$ cat config.mk
export PLATFORM = sky130hd
export DESIGN_NAME = vote_button_driver
export DESIGN_NICKNAME = d
export VERILOG_FILES = /design/src/rtl/vote_button_driver.sv
export SDC_FILE = /design/constraint.sdc
export NUM_CORES = 1
export LEC_CHECK = 0
export CAP_MARGIN = 30
export CELL_PAD_IN_SITES_DETAIL_PLACEMENT = 0
export CELL_PAD_IN_SITES_GLOBAL_PLACEMENT = 2
export CORE_MARGIN = 8
export CORE_UTILIZATION = 34
export CTS_CLUSTER_SIZE = 8
export DETAILED_ROUTE_END_ITERATION = 10
export PLACE_DENSITY_LB_ADDON = 0.1
export SLEW_MARGIN = 20
export SYNTH_ARGS = -nofsm -noshare
export SYNTH_HDL_FRONTEND = slang
export SYNTH_SLANG_ARGS = --single-unit
$ cat constraint.sdc
create_clock -name clk -period 2.9 [get_ports clk]
set_input_delay 0.58 -clock clk [delete_from_list [all_inputs] [get_ports clk]]
set_output_delay 0.58 -clock clk [all_outputs]
set_load 0.01 [all_outputs]
$ cat src/rtl/vote_button_driver.sv
// Replays queued vote/readout requests as timed one-hot presses on mode/button1..4.
// Requests enter a small FIFO over valid/ready; each press is a hold then a release gap.
//
// state | meaning
// IDLE  | nothing in flight; pops the FIFO head as soon as one is queued
// PRESS | one button (and mode for readouts) held high for HOLD_CYCLES
// GAP   | everything low for GAP_CYCLES; done pulses in the first cycle
module vote_button_driver #(
  parameter int HOLD_CYCLES = 11,
  parameter int GAP_CYCLES  = 4,
  parameter int FIFO_DEPTH  = 4
) (
  input  logic                        clk,
  input  logic                        rst,
  input  logic                        req_valid,
  output logic                        req_ready,
  input  logic [1:0]                  req_cand,
  input  logic                        req_readout,
  output logic                        mode,
  output logic                        button1,
  output logic                        button2,
  output logic                        button3,
  output logic                        button4,
  output logic                        busy,
  output logic                        done,
  output logic [$clog2(FIFO_DEPTH):0] pending
);

  localparam int AW = $clog2(FIFO_DEPTH);
  localparam int CW = AW + 1;
  localparam logic [7:0]    HOLD_LOAD = 8'(HOLD_CYCLES - 1);
  localparam logic [7:0]    GAP_LOAD  = 8'(GAP_CYCLES - 1);
  localparam logic [CW-1:0] FULL      = CW'(FIFO_DEPTH);

  typedef enum logic [1:0] {IDLE, PRESS, GAP} state_t;

  state_t        state, state_nxt;
  logic [2:0]    fifo_mem [FIFO_DEPTH];
  logic [AW-1:0] wr_ptr, rd_ptr;
  logic [CW-1:0] count_nxt;
  logic [7:0]    hold_cnt, gap_cnt;
  logic [3:0]    btn;
  logic          push, pop;
  logic [2:0]    head;

  assign push = req_valid && req_ready;
  assign head = fifo_mem[rd_ptr];
  assign {button4, button3, button2, button1} = btn;

  // pending is the occupancy register; a push landing this edge is not poppable until next
  always_comb begin
    pop       = 1'b0;
    state_nxt = state;
    case (state)
      IDLE: begin
        if (pending != '0) begin
          pop       = 1'b1;
          state_nxt = PRESS;
        end
      end
      PRESS: begin
        if (hold_cnt == '0) state_nxt = GAP;
      end
      GAP: begin
        if (gap_cnt == '0) begin
          if (pending != '0) begin
            pop       = 1'b1;
            state_nxt = PRESS;
          end else begin
            state_nxt = IDLE;
          end
        end
      end
      default: state_nxt = IDLE;
    endcase
    count_nxt = pending + CW'(push) - CW'(pop);
  end

  always_ff @(posedge clk) begin
    if (push) fifo_mem[wr_ptr] <= {req_readout, req_cand};
  end

  always_ff @(posedge clk) begin
    if (!rst) begin
      state     <= IDLE;
      wr_ptr    <= '0;
      rd_ptr    <= '0;
      pending   <= '0;
      req_ready <= 1'b1;
      busy      <= 1'b0;
      done      <= 1'b0;
      hold_cnt  <= '0;
      gap_cnt   <= '0;
      btn       <= '0;
      mode      <= 1'b0;
    end else begin
      state     <= state_nxt;
      pending   <= count_nxt;
      req_ready <= (count_nxt != FULL);
      busy      <= (state_nxt != IDLE) || (count_nxt != '0);
      done      <= 1'b0;
      if (push) wr_ptr <= wr_ptr + 1'b1;
      if (pop)  rd_ptr <= rd_ptr + 1'b1;
      if (pop) begin
        hold_cnt <= HOLD_LOAD;
        btn      <= 4'b0001 << head[1:0];
        mode     <= head[2];
      end else if (state == PRESS) begin
        if (hold_cnt == '0) begin
          btn     <= '0;
          mode    <= 1'b0;
          done    <= 1'b1;
          gap_cnt <= GAP_LOAD;
        end else begin
          hold_cnt <= hold_cnt - 8'd1;
        end
      end else if (state == GAP && gap_cnt != '0) begin
        gap_cnt <= gap_cnt - 8'd1;
      end
    end
  end

`ifndef SYNTHESIS
  logic [8:0] run_len;
  logic [3:0] btn_q;
  logic       mode_q;

  always_ff @(posedge clk) begin
    if (!rst) begin
      run_len <= '0;
      btn_q   <= '0;
      mode_q  <= 1'b0;
    end else begin
      run_len <= (btn != '0) ? run_len + 9'd1 : '0;
      btn_q   <= btn;
      mode_q  <= mode;
      assert ($countones(btn) <= 1) else $error("more than one button high");
      assert (mode == mode_q || btn == '0 || btn_q == '0)
        else $error("mode changed while a button was held");
      assert (run_len <= 9'(HOLD_CYCLES)) else $error("button held too long");
    end
  end
`endif

endmodule

==> impl_results.rst <==
.. list-table::
   :header-rows: 1

   * - Metric
     - Value
   * - Status
     - finished, final reports clean
   * - Logic depth of the worst register-to-register path
     - 12
   * - Launch instance of the worst min-delay path
     - rd_ptr[1]$_SDFFE_PN0P_
   * - Cell-by-cell listing of the critical path
     - inv_1 -> ha_1 -> or3b_1 -> o21ai_2 -> nand2_1 -> inv_1 -> ha_1 -> inv_1 -> ha_1 -> fa_1 -> nor4_2 -> a31oi_1
   * - Maximum frequency from static timing analysis
     - 381 MHz
   * - Pwr Total
     - 2.54 mW
   * - Cell leakage power
     - 0.934 nW
   * - Crit path max-delay cell type
     - sky130_fd_sc_hd__fa_1
   * - Relative slew slack
     - 50.9%
   * - GRT Resource Usage Total
     - 10.5%
   * - Latest clock arrival within the worst-skew pair
     - 0.30 ns
   * - Number of global-route vias before repair
     - 1484
   * - Placeable core region
     - 0.00592 mm2
   * - Launching element type of the critical path
     - flip-flop
   * - Final slew viol count
     - 0
   * - Worst vdd ir
     - 0.546 mV
   * - Synth Instances
     - 198
   * - Detail-routed net length per standard cell
     - 14.4 um
   * - Most common flop cell mapped by yosys
     - sky130_fd_sc_hd__dfxtp_1
   * - Critical path capture point type
     - flip-flop
   * - Final estimated routing congestion in global placement
     - 0.757
   * - Cts bufs inserted
     - 5
   * - Yosys warning total
     - 0
   * - Antenna violations before repair
     - 0
   * - Slack of the worst reg-to-reg path
     - 0.28 ns
   * - Count of TritonRoute iterations in the first routing pass
     - 4
   * - # DRC
     - 0
   * - Worst-case clock skew
     - 0.00988 ns
   * - Netlist cell types
     - 37
   * - Share of the yosys chip area belonging to registers
     - 50.8%
   * - Setup violation total in the final timing report
     - 0
   * - Required time reported for the critical path endpoint
     - 3.07 ns
   * - Setup repair after global routing missed its margin
     - false
   * - Leading cell type in the layout, fill and taps excluded
     - sky130_fd_sc_hd__dfxtp_1
   * - Pin slew with the least headroom to its limit
     - 0.732 ns
   * - Max stage delay on crit path
     - 0.45 ns
   * - Arrival @ worst endpoint
     - 2.79 ns
   * - Number of DRC violations after detailed-routing iteration 0
     - 41
   * - Per-cell via count in the routed design
     - 5.03
   * - Min Tclk post-route
     - 2.62 ns
   * - Power per cell area
     - 1020 mW/mm2
   * - Top-Level Pins
     - 17
   * - Layout cells sized above 1
     - 12.1%
   * - FF+latch count, synth
     - 47
   * - Largest fanout on the critical path
     - 3
   * - Clock root buffer master
     - sky130_fd_sc_hd__clkbuf_8
   * - Fraction of the cycle the final worst path needs
     - 90.4%
   * - Destination of the worst register-to-register timing path
     - busy$_SDFF_PN0_
   * - Number of buffers inserted by port buffering
     - 16
   * - P&R area growth vs syn
     - 18.8%
   * - Sink Count
     - 47
   * - Final-layout setup total negative slack
     - 0 ns
   * - Category of the critical setup timing path
     - flip-flop to flip-flop
   * - Post-synthesis area per instance
     - 10.5 um2
   * - Clock tree buffer depth
     - 2
   * - Die Ht
     - 94.4 um
   * - HPWL after detailed placement
     - 3210 um
   * - Row Count
     - 28
   * - Max capacitance violation total
     - 0
   * - Mapped Nets
     - 215
   * - Largest net degree at the start of global routing
     - 17
   * - Worst reg2reg startpoint
     - gap_cnt[1]$_SDFFE_PN0P_
   * - Global-route wire length before repair
     - 7310 um
   * - Number of buffers added to fix hold violations after cts
     - 0
   * - Final hold violation count
     - 0
   * - Die width
     - 94.4 um
   * - Capture endpoint of the worst hold path
     - rd_ptr[1]$_SDFFE_PN0P_
   * - HP Class
     - flip-flop to flip-flop
   * - Routed wire length
     - 4310 um
   * - CTS tree
     - yes
   * - CTS clk-pin slew, worst paths
     - 0.10 ns
   * - Final #Nets
     - 240
   * - Total gr overflow
     - 0
   * - Number of cells on the worst hold path
     - 2
   * - Leading cell types in the layout, fill and taps excluded
     - sky130_fd_sc_hd__dfxtp_1, sky130_fd_sc_hd__clkdlybuf4s50_1, sky130_fd_sc_hd__nor2_1
   * - Async set or reset register ratio after synthesis
     - 0%
   * - Post-route ant nets
     - 0
   * - CTS H-tree lvls
     - 2
   * - Starting Density
     - 35.3%
   * - Placed cells
     - 290
   * - Combined area of all synthesized cells
     - 0.00209 mm2
   * - Number of diodes added for antenna fixing
     - 0
   * - Post-Layout Cell Count
     - 299
   * - Number of buffers and inverters on the critical path
     - 3
   * - Routed vias
     - 1504
   * - Number of inserted filler cells in the final layout
     - 586
   * - Delay-heaviest family, CP
     - adder cells
   * - Number of enable-type register cells in the synthesized netlist
     - 12
   * - Die ar.
     - 0.00891 mm2
flip-flops by register name, indices dropped and copies added, names as in the netlist, 2 cells and up, named ones only:
name and count:
fifo_mem 12, pending 3, rd_ptr 2, state 2, hold_cnt 8, wr_ptr 2
btn 4, gap_cnt 8
worst max-delay path by stage:
stage | startpoint | to | cells after the start
after floorplan | gap_cnt[0]$_SDFFE_PN0P_ | busy$_SDFF_PN0_ | 13
after global placement | gap_cnt[0]$_SDFFE_PN0P_ | busy$_SDFF_PN0_ | 12
after detailed placement | gap_cnt[0]$_SDFFE_PN0P_ | busy$_SDFF_PN0_ | 12
after CTS | gap_cnt[0]$_SDFFE_PN0P_ | busy$_SDFF_PN0_ | 12
after global routing | gap_cnt[1]$_SDFFE_PN0P_ | busy$_SDFF_PN0_ | 12
final | gap_cnt[1]$_SDFFE_PN0P_ | busy$_SDFF_PN0_ | 12
synthesized netlist by cell type, types with 3 or more instances:
cell type                  count  area share (%)
sky130_fd_sc_hd__a21oi_1      13             3.1
sky130_fd_sc_hd__a31oi_1       3            0.90
sky130_fd_sc_hd__and2_1        3            0.90
sky130_fd_sc_hd__and3_1        4             1.2
sky130_fd_sc_hd__clkbuf_1      6             1.1
sky130_fd_sc_hd__dfxtp_1      35              34
sky130_fd_sc_hd__edfxtp_1     12              17
sky130_fd_sc_hd__ha_1         10             6.0
sky130_fd_sc_hd__inv_1        12             2.2
sky130_fd_sc_hd__mux4_2        3             3.2
sky130_fd_sc_hd__nand2_1       6             1.1
sky130_fd_sc_hd__nand3_1       3            0.72
sky130_fd_sc_hd__nand4_1       5             1.5
sky130_fd_sc_hd__nor2_1       15             2.7
sky130_fd_sc_hd__nor2b_1       3            0.90
sky130_fd_sc_hd__nor3_1        4            0.96
sky130_fd_sc_hd__nor4_1        3            0.90
sky130_fd_sc_hd__o211ai_1      9             3.2
sky130_fd_sc_hd__o21a_1        4             1.4
sky130_fd_sc_hd__o21ai_0       5             1.2
sky130_fd_sc_hd__or4_1         6             2.2
sky130_fd_sc_hd__xnor2_1       4             1.7
sky130_fd_sc_hd__xor2_1        9             3.8
per-layer routing:
metal  vias up  routed length, um  part of all wire, %  track usage (%)
met5         -                  0                    0                0
met4         0                 32                 0.74             3.96
met3         4                200                  4.6             3.49
met2        29               1930                   45             16.0
met1       707               2150                   50             13.4
li1        764                  -                    -                -
cell families after synthesis:
| family | share of synthesized area [%] |
|---|---|
| AND/OR/NAND/NOR | 16.7 |
| flip-flops | 50.8 |
| AO/OA/AOI/OAI | 11.9 |
| buffers and inverters | 4.01 |
| XOR/XNOR | 5.45 |
| adder cells (fa/ha/maj) | 6.95 |
| multiplexers | 4.19 |
worst min-delay path, stage by stage (launching register included):
cell	delay (ns)
sky130_fd_sc_hd__dfxtp_1	0.32
sky130_fd_sc_hd__nand2_1	0.05
sky130_fd_sc_hd__mux2i_1	0.07
layout make-up:
class	count	area, um2	area share, %
sequential	47	1060	42.8
inverter	12	45.0	1.82
multi-input combinational	131	953	38.4
clock inverter	3	22.5	0.908
timing repair buffer	26	235	9.49
clock buffer	5	68.8	2.77
tap	75	93.8	3.78
through the flow:
step	worst slack (ns)	area, um2	hold WS [ns]	util, %
2_1_floorplan	0.0457	2090	0.449	-
3_3_place_gp	0.175	2370	0.467	40.0
3_5_place_dp	0.0288	2370	0.471	40.0
4_1_cts	0.0205	2460	0.485	41.6
5_1_grt	0.0101	2480	0.522	41.9
6_report	0.277	2480	0.483	41.9
where the power goes:
group / internal (mW) / total, mW / leakage, nW / switching, mW
Clock: 0.175 / 0.410 / 0.0489 / 0.235
Sequential: 0.839 / 0.968 / 0.396 / 0.129
Combinational: 0.562 / 1.16 / 0.489 / 0.600
timing repair:
item | in CTS | in global routing
resized for setup | 0 | 4
endpoints found under the hold margin | 0 | 0
setup endpoints to repair | 0 | 2
buffers inserted | 0 | 1
No activity file was read; power rests on OpenSTA's default activity.
